==> src/rtl/ara_pkg.sv <==
// Shared vector-unit types: element word and operand-queue tags.
package ara_pkg;

  localparam int unsigned ELEN = 64;

  typedef logic [ELEN-1:0] elen_t;

  typedef enum logic [3:0] {
    AluA, AluB, MulFPUA, MulFPUB, MulFPUC, MaskB, MaskM, StA, SlideAddrGenA
  } opqueue_e;

endpackage

==> src/rtl/lut_row_fifo.sv <==
// Full-row FIFO: storage, wrapping pointers and occupancy count; head gated to zero when empty.
module lut_row_fifo
  import ara_pkg::*;
#(
  parameter int unsigned NrBanks = 8,
  parameter int unsigned Depth   = 2,
  localparam int unsigned CntW   = $clog2(Depth + 1)
) (
  input  logic                     clk,
  input  logic                     rst,
  input  logic                     flush,
  input  logic                     push,
  input  elen_t      [NrBanks-1:0] push_row,
  input  opqueue_e                 push_tag,
  input  logic                     pop,
  output elen_t      [NrBanks-1:0] head_row,
  output opqueue_e                 head_tag,
  output logic                     head_valid,
  output logic       [CntW-1:0]    count
);

  localparam int unsigned PtrW = (Depth > 1) ? $clog2(Depth) : 1;

  typedef elen_t [NrBanks-1:0] row_t;

  row_t            mem     [Depth];
  opqueue_e        tag_mem [Depth];
  logic [PtrW-1:0] wr_ptr;
  logic [PtrW-1:0] rd_ptr;

  function automatic logic [PtrW-1:0] next_ptr(input logic [PtrW-1:0] ptr);
    return (ptr == PtrW'(Depth - 1)) ? '0 : ptr + 1'b1;
  endfunction

  always_ff @(posedge clk or posedge rst) begin
    if (rst) begin
      wr_ptr <= '0;
      rd_ptr <= '0;
      count  <= '0;
    end else if (flush) begin
      wr_ptr <= '0;
      rd_ptr <= '0;
      count  <= '0;
    end else begin
      if (push) wr_ptr <= next_ptr(wr_ptr);
      if (pop)  rd_ptr <= next_ptr(rd_ptr);
      count <= count + CntW'(push) - CntW'(pop);
    end
  end

  // Storage carries no reset; the empty-gated head keeps stale words invisible.
  always_ff @(posedge clk) begin
    if (push) begin
      mem[wr_ptr]     <= push_row;
      tag_mem[wr_ptr] <= push_tag;
    end
  end

  assign head_valid = (count != '0);
  assign head_row   = head_valid ? mem[rd_ptr] : '0;
  assign head_tag   = head_valid ? tag_mem[rd_ptr] : opqueue_e'('0);

endmodule

==> src/rtl/lut_operand_queue.sv <==
// Credit-reserved operand queue between the lane VRF full-row read port and the LUT unit.
module lut_operand_queue
  import ara_pkg::*;
#(
  parameter int unsigned NrBanks = 8,
  parameter int unsigned Depth   = 2
) (
  input  logic                  clk_i,
  input  logic                  rst_i,
  input  elen_t   [NrBanks-1:0] operand_permu_i,
  input  logic                  operand_permu_valid_i,
  input  opqueue_e              operand_permu_opqueue_i,
  input  logic                  issue_req_i,
  output logic                  issue_gnt_o,
  output elen_t   [NrBanks-1:0] lut_operand_o,
  output opqueue_e              lut_opqueue_o,
  output logic                  lut_valid_o,
  input  logic                  lut_ready_i,
  input  logic                  flush_i,
  output logic                  overflow_o
);

  localparam int unsigned CntW = $clog2(Depth + 1);
  localparam logic [CntW-1:0] DepthC = CntW'(Depth);

  typedef elen_t [NrBanks-1:0] row_t;

  logic [CntW-1:0] reserved_q;
  logic [CntW-1:0] occupancy;
  logic            overflow_q;
  logic            dequeue;
  logic            accept;
  logic            arrival;
  logic            no_slot;
  logic            push;

  // A dequeue under flush is absorbed by the flush itself.
  assign dequeue     = lut_valid_o && lut_ready_i && !flush_i;
  assign issue_gnt_o = !rst_i && !flush_i && ((reserved_q < DepthC) || dequeue);
  assign accept      = issue_req_i && issue_gnt_o;

  // Reserved minus occupancy is the number of reads in flight; none in flight means no slot.
  assign arrival = operand_permu_valid_i && !flush_i;
  assign no_slot = (occupancy == reserved_q);
  assign push    = arrival && !no_slot;

  always_ff @(posedge clk_i or posedge rst_i) begin
    if (rst_i) begin
      reserved_q <= '0;
      overflow_q <= 1'b0;
    end else begin
      if (flush_i) reserved_q <= '0;
      else         reserved_q <= reserved_q + CntW'(accept) - CntW'(dequeue);
      if (arrival && no_slot) overflow_q <= 1'b1;
    end
  end

  assign overflow_o = overflow_q;

  lut_row_fifo #(
    .NrBanks(NrBanks),
    .Depth  (Depth)
  ) u_fifo (
    .clk       (clk_i),
    .rst       (rst_i),
    .flush     (flush_i),
    .push      (push),
    .push_row  (operand_permu_i),
    .push_tag  (operand_permu_opqueue_i),
    .pop       (dequeue),
    .head_row  (lut_operand_o),
    .head_tag  (lut_opqueue_o),
    .head_valid(lut_valid_o),
    .count     (occupancy)
  );

endmodule

==> config.mk <==
export PLATFORM = sky130hd
export DESIGN_NAME = lut_operand_queue
export DESIGN_NICKNAME = d
export VERILOG_FILES = /design/src/rtl/ara_pkg.sv /design/src/rtl/lut_row_fifo.sv /design/src/rtl/lut_operand_queue.sv
export SDC_FILE = /design/constraint.sdc
export NUM_CORES = 1
export LEC_CHECK = 0
export ABC_CLOCK_PERIOD_IN_PS = 34800
export CAP_MARGIN = 0
export CORE_AREA = 2 2 408 410
export CTS_CLUSTER_SIZE = 30
export DETAILED_ROUTE_END_ITERATION = 8
export DIE_AREA = 0 0 410 412
export DONT_BUFFER_PORTS = 1
export SETUP_SLACK_MARGIN = 0.02
export SYNTH_ARGS = -nofsm -noshare
export SYNTH_HDL_FRONTEND = slang
export SYNTH_SLANG_ARGS = --single-unit
==> constraint.sdc <==
create_clock -name clk_i -period 34.8 [get_ports clk_i]
set_input_delay 6.96 -clock clk_i [delete_from_list [all_inputs] [get_ports clk_i]]
set_output_delay 6.96 -clock clk_i [all_outputs]
set_load 0.02 [all_outputs]
# After elaboration in Yosys (flattened, before gate mapping)
# Memory sizes are Yosys's and may differ from the RTL's.
# Index checks and enable logic that the tools add are counted.
[totals]
regBits = 7
mem_bits_rw = 1032
in_bits = 522
output_inout_bits = 519
word_cells = 42
memories = 2
[mem_list]
columns = ["memory", "words", "width", "rd", "rd_ports_with_merged_regs", "wr", "line", "rtl"]
rows = [
  ["u_fifo.mem", 2, 512, 1, 0, 1, "lut_row_fifo.sv:26", "row_t mem [Depth];"],
  ["u_fifo.tag_mem", 2, 4, 1, 0, 1, "lut_row_fifo.sv:27", "opqueue_e tag_mem [Depth];"],
]
[op_classes]
add_sub_neg = 6
order_cmp = 1
eq_ne = 1
n_mux = 12
reduce_logical = 15
[ops]
columns = ["op", "count"]
rows = [
  ["512-bit two-way mux", 1],
  ["1-bit logical AND", 8],
  ["1-bit two-way mux", 8],
  ["2-bit nonzero test", 3],
  ["2-bit by 1-bit adder with 2-bit output", 2],
  ["2-bit two-way mux", 2],
  ["4-bit two-way mux", 1],
  ["2-bit by 1-bit subtractor with 2-bit output", 2],
  ["1-bit logical NOT", 3],
  ["1-bit adder (second input constant)", 2],
  ["2-bit equality test", 1],
  ["2-bit < comparator (second input constant)", 1],
  ["1-bit logical OR", 1],
]

# Longest topological paths before layout
[depth]
word_depth = 9
mapped_depth = 9
mapped_depth_nobuf = 9

# Modules after synthesis
# A second synthesis with hierarchy kept.
[unflattened]
hier_cells = 2220
area_unflattened_um2 = 39282.7
[by_module_without_submodules]
columns = ["module", "n_inst", "cells_each", "area_per_inst_um2", "seq_area_each_um2"]
rows = [
  ["lut_row_fifo", 1, 2199, 39070.0, 31089.8],
  ["lut_operand_queue", 1, 21, 212.7, 75.1],
]

# Worst setup path after synthesis
# No wires, ideal clock.
[synth_timing]
path_kind = "input-to-reg"
start = "in flush_i"
end = "mem u_fifo.mem[0][0] (netlist bit), enable pin"
setup_time_ns = 2.034
arrival_ns = 41.843
required_time_ns = 32.766
path_slack_ns = -9.077
stages = 2
path_buffers = 1
path_cell_list = "clkbuf_1 > nor3_1"
[synth_between]
elab_chain_cells = 5
[synth_lines]
columns = ["item", "line", "rtl"]
rows = [
  ["from (decl)", "lut_operand_queue.sv:19", "input logic flush_i,"],
  ["1-bit logical NOT", "lut_operand_queue.sv:43", "assign arrival = operand_permu_valid_i && !flush_i;"],
  ["1-bit logical AND", "lut_operand_queue.sv:43", ""],
  ["1-bit logical AND", "lut_operand_queue.sv:45", "assign push = arrival && !no_slot;"],
  ["1-bit two-way mux", "lut_row_fifo.sv:53", "if (push) begin"],
  ["1-bit two-way mux (implied by the code)", "lut_row_fifo.sv:54", "mem[wr_ptr] <= push_row;"],
  ["to (decl)", "lut_row_fifo.sv:26", ""],
]
# No other way between the ends.

# Worst setup path after layout
[layout_timing]
start = "in lut_ready_i"
end = "out issue_gnt_o"
[layout_between]
elab_chain_cells = 4
[layout_lines]
columns = ["item", "line", "rtl"]
rows = [
  ["from (decl)", "lut_operand_queue.sv:18", "input logic lut_ready_i,"],
  ["1-bit logical AND (2 in a row)", "lut_operand_queue.sv:38", "assign dequeue = lut_valid_o && lut_ready_i && !flush_i;"],
  ["1-bit logical OR", "lut_operand_queue.sv:39", "assign issue_gnt_o = !rst_i && !flush_i && ((reserved_q < DepthC) || dequeue);"],
  ["1-bit logical AND", "lut_operand_queue.sv:39", ""],
  ["to (decl)", "lut_operand_queue.sv:14", "output logic issue_gnt_o,"],
]
# No other way between the ends.

==> results.yml <==
placement:
  dp_hpwl_mm: 74.4
  place_area_um2: 41600
  gp_congestion: 0.868
  portBuffers: 0
yosys:
  yosysWarnings: 0
  syn-instance-count: 2223
  synth_area_um2: 39300
  syn_nets: 2749
  ys_seq_area_frac: 0.794
  synth_cell_types: 24
  synth-seq-cells: 1039
  syn_area_per_cell_um2: 17.7
power_and_ir_drop:
  p_clk_frac: 0.325
  power_switching_uw: 1050
  leakage_uw: 0.0131
  p_int_uw: 2240
  power_density_nw_per_um2: 73.4
  peakVddDrop_uv: 50.3
  p_seq_frac: 0.459
  comb_power_share: 0.217
  swShare: 0.319
clock_tree:
  cts-hold-fix-buffers: 0
  clkSinkCount: 1039
  clockRootBuffer: "clkbuf_16"
  cts_tree: "done"
  cts_max_path_buffers: 3
  clk_pin_slew_ps: 60
  cts_resized: 0
  cts_max_level: 3
  cts_made_buffers: 103
  post_cts_buffers: 0
  clock_latency_ps: 710
drt:
  drc: 0
  totalWireLength_mm: 104
  dr.pass1.iters: 5
  drt-vias-per-instance: 4.20
  drtIter0Drc: 1572
  num_vias: 19000
  ant_nets: 0
  wl_per_cell_um: 23.0
timing:
  slew-limit-headroom: 0.0124
  setup_viol: 0
  fin_tns_setup_ps: 0
  clock_skew_ps: 23.8
  max_freq_ghz: 0.0674
  rsz0062_at_grt: "false"
  post-route-min-period_ps: 14840
  final-max-slew-violation-count: 0
  worstMarginPinSlew_ps: 1480
  hold_violations: 0
  fin_crit_sh: 0.426
setup_path:
  crit_chain: "o21ai_0 -> a211oi_1"
  cp_slowest_cell: "a211oi_1"
  slowest_delay_ps: 760
  cp_max_fo: 3
  rrSetupSlack_ps: 28770
  start_kind: "primary input"
  endpoint_kind: "primary output"
  required_ps: 27840
  crit_start: "lut_ready_i"
  cp-endpoint: "issue_gnt_o"
  cp.depth: 2
  path_buf_inv: 0
  timing.rr.end: "u_fifo.mem[0][431]"
  timing.rr.start: "u_fifo.count[0]"
  critPathKind: "in2out"
  rr_worst_depth: 8
  arrival_ps: 7880
  cp_top_family: "compound AO/OA/AOI/OAI gates"
global_routing:
  antenna_found_initial: 23
  grt_max_degree: 135
  grt_pass1_vias: 18500
  gr-total-overflow: 0
  grt_pass1_wl_mm: 140
  grt.total_usage: 0.116
floorplan:
  die_width_um: 410
  initial_core_util: 0.239
  ios: 1041
  die_area_um2: 169000
  die_y_um: 412
  core_um2: 164000
  num_rows: 149
finish:
  syn_to_final_growth_pct: 14.1
  fin_area_um2: 44800
  multi_input_area_um2: 7340
  nets: 2769
  fill_cells: 16400
  seq_area_um2: 31200
  layout-drive-gt1-share: 0.0767
run:
  cap_violations: 1
outcome:
  status: "finished, violations left"
  violations: "max-capacitance violations"
hold_path:
  worst_hold_path_type: "reg2reg"
## cells in the mapped netlist
library cell  instances  area, um^2
dfrtp_1               7         175
xnor2_1               2        17.5
nor2_1              522        1960
o21ai_0               2        10.0
clkbuf_4              4        30.0
ha_1                  4        50.1
buf_4                45         338
xor2_1                5        43.8
a21o_1                1        7.51
nor2_2                1        6.26
a22o_1                1        8.76
o21a_1                1        7.51
and2_1                1        6.26
buf_2                21         105
inv_1                 6        22.5
clkbuf_1             25        93.8
buf_1                 6        22.5
edfxtp_1           1032       31000
a211oi_1              1        7.51
nor2b_1               3        18.8
buf_6                15         169
nor3_1                1        5.00
nand2_1               1        3.75
mux2i_1             516        5160
## state kept, by name, indices dropped and copies added (netlist names)
| register | cells |
|---|---|
| u_fifo.mem | 1024 |
| u_fifo.rd_ptr | 1 |
| u_fifo.wr_ptr | 1 |
| reserved_q | 2 |
| u_fifo.tag_mem | 8 |
| u_fifo.count | 2 |
| overflow_o | 1 |
## final cells by class
type,count,share of cell area
flip-flops and latches,1039,0.696
diodes,2,0.000112
well taps,2189,0.0612
inverters,6,0.000503
multi-input cells,1062,0.164
repair buffers,31,0.00631
clock buffers,129,0.0612
clock inverters,55,0.0109
## power groups by stage
stage	Sequential (uW)	Clock (uW)	Combinational, uW
after floorplan	1600	0	575
after global placement	1530	0	724
after detailed placement	1530	0	725
after CTS	1510	1100	725
after global routing	1510	1140	755
final	1510	1070	712
## layer usage
layer,track usage,share of wire
met1,0.128,0.36
met2,0.197,0.50
met3,0.0507,0.10
met4,0.0419,0.031
met5,0,0.00071
## cell usage in the layout, fill, tap and decap left out, types with 4 or more instances in the layout
master	Yosys	final
edfxtp_1	1032	1032
nor2_1	522	522
mux2i_1	516	515
clkbuf_16	0	106
buf_4	45	27
clkbuf_1	25	23
clkinv_1	0	19
clkinv_2	0	16
inv_1	6	6
clkinvlp_4	0	6
bufinv_16	0	6
dfrtp_1	7	6
xor2_1	5	5
ha_1	4	4
buf_12	0	4
## worst min-delay path by stage
stage,slack (ps),start,cells past startpoint,endpoint
after floorplan,570,overflow_o,1,overflow_o
after global placement,640,reserved_q[0],2,reserved_q[0]
after detailed placement,640,u_fifo.wr_ptr,2,u_fifo.wr_ptr
after CTS,660,u_fifo.wr_ptr,2,u_fifo.wr_ptr
after global routing,700,reserved_q[0],2,reserved_q[0]
final,660,reserved_q[0],2,reserved_q[0]
## through the flow
stage	utilization	hold slack [ps]	setup WS [ps]	total power, uW	instances
floorplan	-	565	6860	2170	2223
global placement	0.253	637	19980	2260	4327
detailed placement	0.253	643	19960	2260	4327
CTS	0.273	664	19950	3330	4511
global route	0.273	699	19910	3410	4511
finish	0.273	662	19960	3290	4513
## cells by family (layout without fill, tap and decap cells)
kind of cell             count (synthesis)  count (layout)  synth area share
XOR/XNOR                                 7               7           0.00156
other                                    0               2                 0
adder cells (fa/ha/maj)                  4               4           0.00127
flip-flops                            1039            1039             0.794
buffers and inverters                  122             221            0.0199
AND/OR/NAND/NOR                        529             529            0.0509
multiplexers                           516             516             0.132
AO/OA/AOI/OAI                            6               6           0.00105
Power figures use the tool's default switching activity.
